<file path="src/rtl/a2d_spi_slv.sv">
// SPI slave front end for an A2D: receives 16-bit commands, returns the previous command's conversion result.
// Latency: pin edges are acted on 3 clk after they occur; the result is captured 1 clk after a valid frame ends.
// Backpressure: none; the SPI master owns the timing, and frames with a bit count other than 16 raise frm_err.
module a2d_spi_slv #(
    parameter logic [11:0] RESET_RESULT = 12'h000
) (
    input  logic        clk,
    input  logic        rst_n,
    input  logic        SS_n,
    input  logic        SCLK,
    input  logic        MOSI,
    output logic        MISO,
    input  logic [11:0] chan_data,
    output logic [2:0]  chan_sel,
    output logic [15:0] cmd_reg,
    output logic        cmd_rdy,
    output logic        frm_err
);

    typedef enum logic [1:0] {
        IDLE  = 2'd0,
        SHIFT = 2'd1,
        CONV  = 2'd2
    } state_t;

    state_t      state;
    state_t      state_nxt;

    // [0],[1] synchronize; [2] is the history stage used for edge detection
    logic [2:0]  ss_sync;
    logic [2:0]  sclk_sync;
    logic [2:0]  mosi_sync;

    logic        ss_fall;
    logic        ss_rise;
    logic        sclk_fall;
    logic        sclk_rise;
    logic        mosi_s;

    logic [15:0] tx_shift;
    logic [15:0] rx_shift;
    logic [4:0]  bit_cnt;
    logic        first_fall;
    logic [11:0] result;

    logic        ld_tx;
    logic        ld_bypass;
    logic        do_rx;
    logic        do_tx;
    logic        ld_cmd;
    logic        set_err;
    logic        ld_result;

    always_ff @(posedge clk or negedge rst_n) begin
        if (!rst_n) begin
            ss_sync   <= 3'b111;
            sclk_sync <= 3'b111;
            mosi_sync <= 3'b111;
        end else begin
            ss_sync   <= {ss_sync[1:0], SS_n};
            sclk_sync <= {sclk_sync[1:0], SCLK};
            mosi_sync <= {mosi_sync[1:0], MOSI};
        end
    end

    assign ss_fall   =  ss_sync[2]   & ~ss_sync[1];
    assign ss_rise   = ~ss_sync[2]   &  ss_sync[1];
    assign sclk_fall =  sclk_sync[2] & ~sclk_sync[1];
    assign sclk_rise = ~sclk_sync[2] &  sclk_sync[1];
    // History stage keeps the MOSI sample no younger than the SCLK rise it pairs with
    assign mosi_s    =  mosi_sync[2];

    always_ff @(posedge clk or negedge rst_n) begin
        if (!rst_n) begin
            state <= IDLE;
        end else begin
            state <= state_nxt;
        end
    end

    always_comb begin
        state_nxt = state;
        ld_tx     = 1'b0;
        ld_bypass = 1'b0;
        do_rx     = 1'b0;
        do_tx     = 1'b0;
        ld_cmd    = 1'b0;
        set_err   = 1'b0;
        ld_result = 1'b0;
        case (state)
            IDLE: begin
                if (ss_fall) begin
                    state_nxt = SHIFT;
                    ld_tx     = 1'b1;
                end
            end
            SHIFT: begin
                if (ss_rise) begin
                    if (bit_cnt == 5'd16) begin
                        ld_cmd    = 1'b1;
                        state_nxt = CONV;
                    end else begin
                        set_err   = 1'b1;
                        state_nxt = IDLE;
                    end
                end else begin
                    do_rx = sclk_rise;
                    do_tx = sclk_fall;
                end
            end
            CONV: begin
                // chan_sel already reflects the new cmd_reg here
                ld_result = 1'b1;
                if (ss_fall) begin
                    state_nxt = SHIFT;
                    ld_tx     = 1'b1;
                    ld_bypass = 1'b1;
                end else begin
                    state_nxt = IDLE;
                end
            end
            default: begin
                state_nxt = IDLE;
            end
        endcase
    end

    always_ff @(posedge clk or negedge rst_n) begin
        if (!rst_n) begin
            tx_shift   <= 16'h0000;
            rx_shift   <= 16'h0000;
            bit_cnt    <= 5'd0;
            first_fall <= 1'b0;
            cmd_reg    <= 16'h0000;
            result     <= RESET_RESULT;
            cmd_rdy    <= 1'b0;
            frm_err    <= 1'b0;
        end else begin
            cmd_rdy <= ld_cmd;
            frm_err <= set_err;
            if (ld_tx) begin
                tx_shift   <= {4'h0, (ld_bypass ? chan_data : result)};
                rx_shift   <= 16'h0000;
                bit_cnt    <= 5'd0;
                first_fall <= 1'b1;
            end
            if (do_rx) begin
                rx_shift <= {rx_shift[14:0], mosi_s};
                if (bit_cnt != 5'd31) begin
                    bit_cnt <= bit_cnt + 5'd1;
                end
            end
            // The first SCLK fall only opens the frame; bit 15 is already on MISO
            if (do_tx) begin
                if (first_fall) begin
                    first_fall <= 1'b0;
                end else begin
                    tx_shift <= {tx_shift[14:0], 1'b0};
                end
            end
            if (ld_cmd) begin
                cmd_reg <= rx_shift;
            end
            if (ld_result) begin
                result <= chan_data;
            end
        end
    end

    assign MISO     = (state == SHIFT) ? tx_shift[15] : 1'b1;
    assign chan_sel = cmd_reg[13:11];

endmodule

</file>
<file path="config.mk">
export PLATFORM = sky130hd
export DESIGN_NAME = a2d_spi_slv
export DESIGN_NICKNAME = d
export VERILOG_FILES = /design/src/rtl/a2d_spi_slv.sv
export SDC_FILE = /design/constraint.sdc
export NUM_CORES = 1
export LEC_CHECK = 0
export ABC_AREA = 1
export CORE_ASPECT_RATIO = 1.4
export CORE_UTILIZATION = 31
export CTS_CLUSTER_DIAMETER = 100
export DETAILED_ROUTE_END_ITERATION = 7
export DONT_BUFFER_PORTS = 1
export SKIP_CTS_REPAIR_TIMING = 1
export SYNTH_ARGS = -nofsm -noshare
export SYNTH_HDL_FRONTEND = slang
export SYNTH_SLANG_ARGS = --single-unit
</file>
<file path="constraint.sdc">
create_clock -name clk -period 2.8 [get_ports clk]
set_input_delay 0.28 -clock clk [delete_from_list [all_inputs] [get_ports clk]]
set_output_delay 0.28 -clock clk [all_outputs]
set_load 0.02 [all_outputs]
</file>
==> results.md, run 1 <==
Cells and area
• 522 — final cell count without fillers
• 0.107 — ratio of cells with drive above 1 in the final layout
• 399 — final layout net count
• 1104 — Fill cells
• 1100 µm² — area taken by multi-input logic gates
• 0 — n_diodes
• 13.9% — area added between synthesis and finish
• 1990 µm² — Sequential cell area

Floorplan
• 39 — Top-Level Pins
• 0.319 — effective utilization at floorplan
• 89.3 µm — Die Width
• 124 µm — Die Height
• 44 — # rows
• 10300 µm² — core area
• 11100 µm² — total die area

Setup path
• bit_cnt[0]$_DFF_PN0_ — launching element of the worst setup path
• register — endpoint type of the worst setup path
• reg2reg — critical setup path kind
• 3.07 ns — required time reported for the critical path endpoint
• 8 — number of cell instances on the worst register-to-register path
• 1.96 ns — Crit path arrival time
• 1.11 ns — register-to-register path setup slack
• 5 — critical-path maximum fanout
• register — element type at the critical path start
• bit_cnt[0]$_DFF_PN0_ — R2R Path Start

Pwr
• 0.000743 W — total net switching power
• 0.00207 W — internal power summed over all cells
• 0.471 — sequential share of power
• 2.00 nW — Static Leakage
• 0.429 — portion of total power attributed to the clock network
• 0.100 — Comb power frac
• 0.00281 W — Final Power
• 746 nW/µm² — pwr/cell area
• 0.265 — switching part of the total
• 0.341 mV — IR drop worst, VDD

Synthesis
• 8.79 µm² — mean instance size in the synthesized netlist
• 3300 µm² — Post-Synthesis Cell Area
• sky130_fd_sc_hd__dfrtp_1 — primary flip-flop cell chosen by synthesis mapping
• 79 — register bit count reported by yosys
• sky130_fd_sc_hd__dfrtp_1 — library cell with the largest summed area after synthesis
• 24 — unique cell type count in the Yosys netlist
• 0.530 — top cell type's share of synthesized area
• 0 — number of warnings printed during yosys synthesis
• 376 — Cells after Synth
• sky130_fd_sc_hd__nand2_1 — cell with the most instances after synthesis
• sky130_fd_sc_hd__nand2_1, sky130_fd_sc_hd__dfrtp_1, sky130_fd_sc_hd__nand3_1 — leading cell types by count after synthesis
• sky130_fd_sc_hd__dfrtp_1, sky130_fd_sc_hd__nand2_1, sky130_fd_sc_hd__dfstp_2, sky130_fd_sc_hd__nand3_1, sky130_fd_sc_hd__inv_1 — most area-consuming cells after synthesis
• 0 — number of enable-type register cells in the synthesized netlist
• 0.602 — portion of the post-synthesis area used by sequential elements
• 396 — Synthesized Nets
• 1.00 — Post-synth ARST share

Timing
• 0.604 — final period utilization
• 0 — final setup violation count
• 0 — Slew Limit Fails
• 0.00757 ns — clk_skew
• 592 MHz — Fmax achieved
• 0.724 ns — Worst Tran Pin Value
• 0 ns — total negative slack
• 0 — Fin. Hold Viols
• false — RSZ-0062 raised after global routing
• 0.516 — worst relative slew slack
• 1.69 ns — post-layout minimum cycle time

Clocking
• 9 — Num CTS Buffers
• yes — CTS tree
• sky130_fd_sc_hd__clkbuf_16 — root buffer cell
• 2 — Clock Tree Buf Depth
• 3 — deepest level of the CTS H-tree
• 79 — total number of clock tree sinks
• 0.06 ns — clock transition at the registers of the reported paths
• 0.33 ns — worst-skew pair later-pin latency

GRT
• 10400 µm — first-pass GRT wire length
• 2214 — number of global-route vias before repair
• 0.124 — Total Routing Usage GR
• met2 — GRT Max-Usage Layer
• 0.0272 — Global Route met3 Usage
• 0.153 — grt met1 use
• 0 — number of antenna violations at the first check in global routing
• 80 — largest net degree at the start of global routing
• 0 — global-route congestion overflow total
• 0.203 — routing usage on met2

Routing
• 6270 µm — total routed wirelength
• 0 — ANT nets after route
• 4.35 — per-cell via count in the routed design
• 7 — iteration count of the initial detailed-routing pass
• 2272 — Via Count
• 125 — initial drt markers
• 0 — Remaining DRCs
• 12.0 µm — wire length per cell after detailed routing

Placed design
• 501 — number of placed instances, taps included
• 4130 µm — HPWL after detailed placement
• 0.728 — final estimated routing congestion in global placement
• 0 — count of buffers inserted at the top-level ports

Hold path
• chan_data[8] — Hold Path Origin
• 2 — Hold Path Stages
• in2reg — worst hold path class

Flow run
• 0 — Max Cap Violations

Status
• finished, final reports clean — status

[path summary, 6_finish.rpt]
kind,endpoint
min in group asynchronous,tx_shift[10]$_DFF_PN0_
max reg2reg,bit_cnt[1]$_DFF_PN0_
max in group asynchronous,tx_shift[1]$_DFF_PN0_
max,bit_cnt[1]$_DFF_PN0_
min reg2reg,mosi_sync[1]$_DFF_PN1_
min,result[8]$_DFFE_PN0N_
[layout by cell type (no fill, tap or decap)]
cell / instances
sky130_fd_sc_hd__and3_1: 1
sky130_fd_sc_hd__nand3_2: 1
sky130_fd_sc_hd__nor3_4: 1
sky130_fd_sc_hd__buf_4: 1
sky130_fd_sc_hd__nor3_1: 1
sky130_fd_sc_hd__o21ai_0: 4
sky130_fd_sc_hd__dfstp_2: 9
sky130_fd_sc_hd__nor2_1: 5
sky130_fd_sc_hd__clkbuf_16: 9
sky130_fd_sc_hd__or2_2: 1
sky130_fd_sc_hd__buf_16: 1
sky130_fd_sc_hd__nand3_4: 2
sky130_fd_sc_hd__bufinv_16: 1
sky130_fd_sc_hd__dlygate4sd3_1: 4
sky130_fd_sc_hd__inv_4: 1
sky130_fd_sc_hd__ha_1: 3
sky130_fd_sc_hd__nand3_1: 34
sky130_fd_sc_hd__xor2_1: 1
sky130_fd_sc_hd__nor2_4: 2
sky130_fd_sc_hd__dfrtp_1: 70
sky130_fd_sc_hd__inv_8: 1
sky130_fd_sc_hd__inv_1: 26
sky130_fd_sc_hd__nand2_1: 193
sky130_fd_sc_hd__nand2_2: 2
sky130_fd_sc_hd__nand4_1: 1
sky130_fd_sc_hd__inv_6: 5
sky130_fd_sc_hd__inv_2: 4
[per-layer routing]
layer  vias to the layer above  wire length, µm
li1                       1152                -
met1                      1073             2850
met2                        40             3040
met3                         7              280
met4                         0               99
met5                         -                0
[final cells by class]
type | count | area share
sequential | 79 | 0.528
multi-input combinational | 252 | 0.292
clock buffer | 9 | 0.0598
inverter | 31 | 0.0316
tap | 138 | 0.0459
timing repair buffer | 6 | 0.0199
clock inverter | 7 | 0.0226
[kinds of logic (layout without fill, tap and decap cells)]
kind of cell / after synthesis / after routing / synth area share
fa+ha+maj: 3 / 3 / 0.0114
xor+xnor: 1 / 1 / 0.00265
buf+inv: 45 / 53 / 0.0655
simple gates: 244 / 244 / 0.313
compound gates: 4 / 4 / 0.00606
flops: 79 / 79 / 0.602
[stage by stage]
stage | hold slack, ns | worst slack [ns] | utilization | instance area (µm²)
finish | 0.0840 | 1.11 | 0.364 | 3760
global route | 0.0902 | 0.973 | 0.364 | 3760
CTS | -0.373 | 1.12 | 0.357 | 3700
detailed placement | -0.0111 | 1.17 | 0.327 | 3390
global placement | -0.0113 | 1.19 | 0.327 | 3390
floorplan | -0.0156 | 1.35 | - | 3300
[worst max-delay path: stages (launching register included)]
cell                      delay (ns)
sky130_fd_sc_hd__dfrtp_1        0.42
sky130_fd_sc_hd__ha_1           0.24
sky130_fd_sc_hd__and3_1         0.20
sky130_fd_sc_hd__ha_1           0.21
sky130_fd_sc_hd__inv_1          0.07
sky130_fd_sc_hd__nand3_1        0.17
sky130_fd_sc_hd__inv_1          0.17
sky130_fd_sc_hd__nand2_1        0.07
sky130_fd_sc_hd__nand2_1        0.08
[power groups by stage]
| stage | clock [W] | sequential [W] | combinational (W) |
|---|---|---|---|
| 3_5_place_dp | 0 | 0.00134 | 0.000254 |
| 6_report | 0.00121 | 0.00132 | 0.000281 |
| 5_1_grt | 0.00127 | 0.00133 | 0.000334 |
| 3_3_place_gp | 0 | 0.00134 | 0.000245 |
| 4_1_cts | 0.00123 | 0.00132 | 0.000257 |
| 2_1_floorplan | 0 | 0.00132 | 0.000214 |
(Power assumes the default switching activity.)
==> run 2: changes to the inputs <==
- clock period: 2.8 -> 1.6 ns (I/O delays scaled with it)
==> run 2 against run 1 <==
The flow now finishes with violations (hold timing). Final area increased by 4.9%. Critical path depth unchanged. Maximum frequency increased by 11%. Global-route usage decreased by 0.36 points. Clock skew decreased by 0.00085 ns. Count of clock-buffer cells in the layout increased by 1. Sequential power increased by 75%. Critical path type unchanged. Critical endpoint is now bit_cnt[2]$_DFF_PN0_. Highest routed layer unchanged.
==> results.md, run 2 (synthesized netlist as in run 1, its figures left out) <==
Status
• finished, violations left — status, was finished, final reports clean
• hold timing — violations in the final reports

Cells and area
• 415 — final layout net count, was 399
• 1051 — Fill cells, was 1104
• 538 — final cell count without fillers, was 522
• sky130_fd_sc_hd__nand2_1, sky130_fd_sc_hd__dfrtp_1, sky130_fd_sc_hd__nand3_1, sky130_fd_sc_hd__inv_1, sky130_fd_sc_hd__dlygate4sd3_1 — most used cells in the layout excluding fill and tap cells, was sky130_fd_sc_hd__nand2_1, sky130_fd_sc_hd__dfrtp_1, sky130_fd_sc_hd__nand3_1, sky130_fd_sc_hd__inv_1
• 0 — n_diodes, unchanged
• sky130_fd_sc_hd__nand2_1 — most common library cell in the layout ignoring fill and taps, unchanged
• 0.123 — ratio of cells with drive above 1 in the final layout, was 0.107
• 19.5% — area added between synthesis and finish, was 13.9%

Hold path
• in2async — worst hold path class, was in2reg

Setup path
• 1.87 ns — required time reported for the critical path endpoint, was 3.07 ns
• reg2reg — critical setup path kind, unchanged
• 5 — critical-path maximum fanout, unchanged
• sky130_fd_sc_hd__dfrtp_1 — cell type of the slowest stage on the worst timing path, unchanged
• 1.79 ns — Crit path arrival time, was 1.96 ns
• register — endpoint type of the worst setup path, unchanged
• 0.42 ns — delay contributed by the slowest stage of the critical path, about the same
• ha_1, and3_1, ha_1, inv_1, nand3_2, inv_2, nand2_1, nand2_1 — worst-path cell chain, was ha_1, and3_1, ha_1, inv_1, nand3_1, inv_1, nand2_1, nand2_1
• register — element type at the critical path start, unchanged

Flow run
• 0 — Max Cap Violations, unchanged

Routing
• 0 — ANT nets after route, unchanged
• 6360 µm — total routed wirelength, was 6270 µm
• 2357 — Via Count, was 2272
• 4 — iteration count of the initial detailed-routing pass, was 7
• 108 — initial drt markers, was 125
• 11.8 µm — wire length per cell after detailed routing, was 12.0 µm
• 0 — Remaining DRCs, unchanged
• 4.38 — per-cell via count in the routed design, was 4.35

GRT
• 10000 µm — first-pass GRT wire length, was 10400 µm
• 80 — largest net degree at the start of global routing, unchanged
• 0 — global-route congestion overflow total, unchanged
• 0 — number of antenna violations at the first check in global routing, unchanged
• 2269 — number of global-route vias before repair, was 2214
• 0.121 — Total Routing Usage GR, was 0.124

Clocking
• 2 — Clock Tree Buf Depth, unchanged
• 3 — deepest level of the CTS H-tree, unchanged
• sky130_fd_sc_hd__clkbuf_16 — root buffer cell, unchanged
• 79 — total number of clock tree sinks, unchanged
• 0.06 ns — clock transition at the registers of the reported paths, about the same
• 0.34 ns — worst-skew pair later-pin latency, was 0.33 ns
• 9 — Num CTS Buffers, unchanged
• yes — CTS tree, unchanged

Timing
• 0.950 — final period utilization, was 0.604
• 0.691 — worst relative slew slack, was 0.516
• 0.00671 ns — clk_skew, was 0.00757 ns
• 0.463 ns — Worst Tran Pin Value, was 0.724 ns
• 1.52 ns — post-layout minimum cycle time, was 1.69 ns
• -0.483 ns — Worst Hold Slack, was 0.0840 ns
• 0 — final setup violation count, unchanged
• 0 — Slew Limit Fails, unchanged
• 658 MHz — Fmax achieved, was 592 MHz
• 79 — Fin. Hold Viols, was 0
• true — RSZ-0062 raised after global routing, was false

Floorplan
• 44 — # rows, unchanged
• 0.319 — effective utilization at floorplan, unchanged
• 89.3 µm — Die Width, unchanged
• 10300 µm² — core area, unchanged
• 124 µm — Die Height, unchanged
• 39 — Top-Level Pins, unchanged
• 11100 µm² — total die area, unchanged

Placed design
• 0.755 — final estimated routing congestion in global placement, was 0.728
• 4060 µm — HPWL after detailed placement, was 4130 µm
• 505 — number of placed instances, taps included, was 501
• 0 — count of buffers inserted at the top-level ports, unchanged

Pwr
• 1320 nW/µm² — pwr/cell area, was 746 nW/µm²
• 0.634 mV — IR drop worst, VDD, was 0.341 mV
• 2.08 nW — Static Leakage, was 2.00 nW

-- run 2: cell count changes in the layout (fill, tap and decap cells not counted), sizes merged --
cell         previous run  this run
inv                    37        33
dlygate4sd3             4        15
bufinv                  1         3
buf                     2         7
clkbuf                  9        10
clkinvlp                0         1
-- run 2: final cells by class --
class / count / area, µm² / share of cell area
inverters: 31 / 119 / 0.0301
well taps: 138 / 173 / 0.0437
clock inverters: 6 / 115 / 0.0292
clock buffers: 10 / 239 / 0.0605
repair buffers: 22 / 206 / 0.0523
flip-flops and latches: 79 / 1990 / 0.504
multi-input cells: 252 / 1110 / 0.281
-- run 2: power by group --
part	switching (W)	internal, W	total (W)
clock	0.000818	0.00158	0.00239
sequential	0.000117	0.00219	0.00231
combinational	0.000288	0.000207	0.000495
-- run 2: critical path: cells and delay by family (launching register included) --
kind,cells,cell delay (ns)
simple gates,4,0.42
fa+ha+maj,2,0.43
buf+inv,2,0.20
flops,1,0.42
-- run 2: metal layers --
layer / up-vias / track usage / routed length [µm]
met3: 13 / 0.0345 / 273
met1: 1112 / 0.138 / 2850
met2: 47 / 0.200 / 3110
met4: 0 / 0.0675 / 123
met5: - / 0 / 0
li1: 1185 / - / -
-- run 2: metrics by stage --
| stage | setup WS, ns | area (µm²) | setup TNS, ns | power (W) | util |
|---|---|---|---|---|---|
| 2_1_floorplan | 0.149 | 3300 | 0 | 0.00269 | - |
| 5_1_grt | -0.0103 | 3950 | -0.0475 | 0.00546 | 0.381 |
| 3_3_place_gp | 0.0965 | 3420 | 0 | 0.00277 | 0.330 |
| 4_1_cts | 0.0130 | 3770 | 0 | 0.00521 | 0.364 |
| 3_5_place_dp | 0.0287 | 3420 | 0 | 0.00279 | 0.330 |
| 6_report | 0.0804 | 3950 | 0 | 0.00520 | 0.381 |
-- run 2: path summary, 6_finish.rpt --
kind                                        startpoint                endpoint  slack (ns)  cells after the start
worst min-delay path                             rst_n   tx_shift[9]$_DFF_PN0_       -0.48                      0
min in group clk                mosi_sync[1]$_DFF_PN1_  mosi_sync[2]$_DFF_PN1_        0.36                      0
worst max register to register    bit_cnt[0]$_DFF_PN0_    bit_cnt[2]$_DFF_PN0_        0.08                      8
worst max-delay path              bit_cnt[0]$_DFF_PN0_    bit_cnt[2]$_DFF_PN0_        0.08                      8
worst min register to register  mosi_sync[1]$_DFF_PN1_  mosi_sync[2]$_DFF_PN1_        0.36                      0
max in group asynchronous                        rst_n    ss_sync[1]$_DFF_PN1_        1.86                      0
==> run 3: changes to the inputs <==
- CTS_CLUSTER_DIAMETER: 100 -> 150
- SETUP_SLACK_MARGIN: not set -> 0.4
==> run 3 against run 2 <==
The run still ends with hold timing left. Flip-flop and latch count is the same. Global-route usage grew 0.59 points. Die area is the same. Largest cell class unchanged. Worst setup slack gained 0.0041 ns.
==> results.md, run 3 (synthesized netlist as in run 1, its figures left out) <==
Status
• finished, violations left — status, unchanged
• hold timing — violations in the final reports, unchanged

Timing
• 0 — Slew Limit Fails, unchanged
• 0.424 ns — Worst Tran Pin Value, was 0.463 ns
• 0.717 — worst relative slew slack, was 0.691
• -0.486 ns — Worst Hold Slack, was -0.483 ns
• 0 — final setup violation count, unchanged
• 0 ns — total negative slack, unchanged
• 0.00681 ns — clk_skew, was 0.00671 ns
• 80 — Fin. Hold Viols, was 79
• 660 MHz — Fmax achieved, was 658 MHz
• 1.52 ns — post-layout minimum cycle time, about the same
• true — RSZ-0062 raised after global routing, unchanged
• 0.947 — final period utilization, was 0.950

GRT
• 0.0398 — Global Route met3 Usage, was 0.0345
• met2 — GRT Max-Usage Layer, unchanged
• 0.150 — grt met1 use, was 0.138
• 0 — global-route congestion overflow total, unchanged
• 10400 µm — first-pass GRT wire length, was 10000 µm
• 2247 — number of global-route vias before repair, was 2269
• 80 — largest net degree at the start of global routing, unchanged
• 0.127 — Total Routing Usage GR, was 0.121
• 0.198 — routing usage on met2, was 0.200
• 0 — number of antenna violations at the first check in global routing, unchanged

Pwr
• 0.268 — switching part of the total, was 0.235
• 0.638 mV — IR drop worst, VDD, was 0.634 mV
• 1090 nW/µm² — pwr/cell area, was 1320 nW/µm²
• 2.46 nW — Static Leakage, was 2.08 nW
• 0.162 — Comb power frac, was 0.095
• 0.377 — portion of total power attributed to the clock network, was 0.460
• 0.00374 W — internal power summed over all cells, was 0.00398 W
• 0.00137 W — total net switching power, was 0.00122 W
• 0.461 — sequential share of power, was 0.444

Setup path
• ss_sync[1]$_DFF_PN1_ — R2R Path Start, was bit_cnt[0]$_DFF_PN0_
• 8 — number of cell instances on the worst register-to-register path, unchanged
• 1.79 ns — Crit path arrival time, about the same
• register — element type at the critical path start, unchanged
• cmd_reg[11]$_DFFE_PN0P_ — reg2reg end, was bit_cnt[2]$_DFF_PN0_
• 1.87 ns — required time reported for the critical path endpoint, about the same
• reg2reg — critical setup path kind, unchanged
• cmd_reg[11]$_DFFE_PN0P_ — Setup crit end, was bit_cnt[2]$_DFF_PN0_
• ss_sync[1]$_DFF_PN1_ — launching element of the worst setup path, was bit_cnt[0]$_DFF_PN0_
• 0.08 ns — register-to-register path setup slack, about the same
• register — endpoint type of the worst setup path, unchanged
• 6 — critical-path maximum fanout, was 5

Floorplan
• 44 — # rows, unchanged
• 11100 µm² — total die area, unchanged
• 124 µm — Die Height, unchanged
• 10300 µm² — core area, unchanged
• 89.3 µm — Die Width, unchanged
• 39 — Top-Level Pins, unchanged
• 0.319 — effective utilization at floorplan, unchanged

Cells and area
• 0 — n_diodes, unchanged
• sky130_fd_sc_hd__nand2_1, sky130_fd_sc_hd__dfrtp_1, sky130_fd_sc_hd__nand2_2, sky130_fd_sc_hd__nand3_1, sky130_fd_sc_hd__inv_1 — most used cells in the layout excluding fill and tap cells, was sky130_fd_sc_hd__nand2_1, sky130_fd_sc_hd__dfrtp_1, sky130_fd_sc_hd__nand3_1, sky130_fd_sc_hd__inv_1, sky130_fd_sc_hd__dlygate4sd3_1
• 42.2% — area added between synthesis and finish, was 19.5%
• 0.358 — ratio of cells with drive above 1 in the final layout, was 0.123
• sky130_fd_sc_hd__nand2_1 — most common library cell in the layout ignoring fill and taps, unchanged
• 448 — final layout net count, was 415

Routing
• 4 — iteration count of the initial detailed-routing pass, unchanged
• 0 — Remaining DRCs, unchanged
• 13.5 µm — wire length per cell after detailed routing, was 11.8 µm
• 0 — ANT nets after route, unchanged
• 4.54 — per-cell via count in the routed design, was 4.38
• 163 — initial drt markers, was 108
• 2593 — Via Count, was 2357
• 7730 µm — total routed wirelength, was 6360 µm

Placed design
• 0 — count of buffers inserted at the top-level ports, unchanged
• 0.774 — final estimated routing congestion in global placement, was 0.755
• 4390 µm — HPWL after detailed placement, was 4060 µm

Clocking
• 0.06 ns — clock transition at the registers of the reported paths, about the same
• 79 — total number of clock tree sinks, unchanged
• sky130_fd_sc_hd__clkbuf_16 — root buffer cell, unchanged
• 3 — deepest level of the CTS H-tree, unchanged
• 2 — Clock Tree Buf Depth, unchanged
• yes — CTS tree, unchanged
• 9 — Num CTS Buffers, unchanged
• 0.34 ns — worst-skew pair later-pin latency, about the same

Flow run
• 0 — Max Cap Violations, unchanged

Hold path
• in2async — worst hold path class, unchanged

-- run 3: cell count changes in the layout (fill, tap and decap cells not counted), moves of 11 or more --
cell,before,now
sky130_fd_sc_hd__buf_6,1,12
sky130_fd_sc_hd__nand2_4,0,16
sky130_fd_sc_hd__nand3_1,33,20
sky130_fd_sc_hd__nand2_2,2,30
sky130_fd_sc_hd__nand3_2,2,13
sky130_fd_sc_hd__nand2_1,193,147
-- run 3: layer usage --
layer  vias up  wire length, µm  share of wire
met3        18              315          0.041
met5         -                0              0
met1      1273             3190           0.41
li1       1262                -              -
met4         0              189          0.024
met2        40             4040           0.52
-- run 3: worst min path at each step --
stage          cells past startpoint                     to  startpoint  slack (ns)
3_5_place_dp                       0  tx_shift[8]$_DFF_PN0_       rst_n       -0.13
3_3_place_gp                       0  result[8]$_DFFE_PN0N_       rst_n       -0.13
2_1_floorplan                      0   bit_cnt[0]$_DFF_PN0_       rst_n       -0.14
6_report                           0  tx_shift[7]$_DFF_PN0_       rst_n       -0.49
4_1_cts                            0  tx_shift[8]$_DFF_PN0_       rst_n       -0.50
5_1_grt                            0  tx_shift[8]$_DFF_PN0_       rst_n       -0.50
-- run 3: critical path, cell delays in order, from the launching register on --
cell and delay (ns):
sky130_fd_sc_hd__dfstp_2 0.57, sky130_fd_sc_hd__inv_4 0.05, sky130_fd_sc_hd__nor2_4 0.16, sky130_fd_sc_hd__buf_4 0.15
sky130_fd_sc_hd__nand3_4 0.16, sky130_fd_sc_hd__buf_6 0.20, sky130_fd_sc_hd__clkinv_8 0.05, sky130_fd_sc_hd__nand2_1 0.06
sky130_fd_sc_hd__nand2_2 0.07
-- run 3: final cells by class --
cell class / count / area, µm²
Timing Repair Buffer: 50 / 566
Multi-Input combinational cell: 253 / 1480
Timing Repair inverter: 4 / 45.0
Tap cell: 138 / 173
Fill cell: 959 / 5650
Clock inverter: 4 / 30.0
Sequential cell: 79 / 1990
Clock buffer: 12 / 256
Inverter: 31 / 161
-- run 3: metrics by stage --
stage | util | power, W | cells | cell area (µm²) | setup slack, ns
4_1_cts | 0.368 | 0.00480 | 523 | 3810 | 0.0509
5_1_grt | 0.454 | 0.00538 | 571 | 4700 | 0.0345
6_report | 0.454 | 0.00511 | 571 | 4700 | 0.0845
3_5_place_dp | 0.340 | 0.00286 | 507 | 3520 | 0.0779
3_3_place_gp | 0.340 | 0.00283 | 507 | 3520 | 0.141
2_1_floorplan | - | 0.00274 | 376 | 3390 | 0.235
-- run 3: power groups by stage --
stage	logic (W)	registers, W	clock network, W
after floorplan	0.000418	0.00232	0
after global placement	0.000485	0.00234	0
after detailed placement	0.000504	0.00236	0
after CTS	0.000506	0.00232	0.00197
after global routing	0.000920	0.00238	0.00208
final	0.000828	0.00235	0.00193
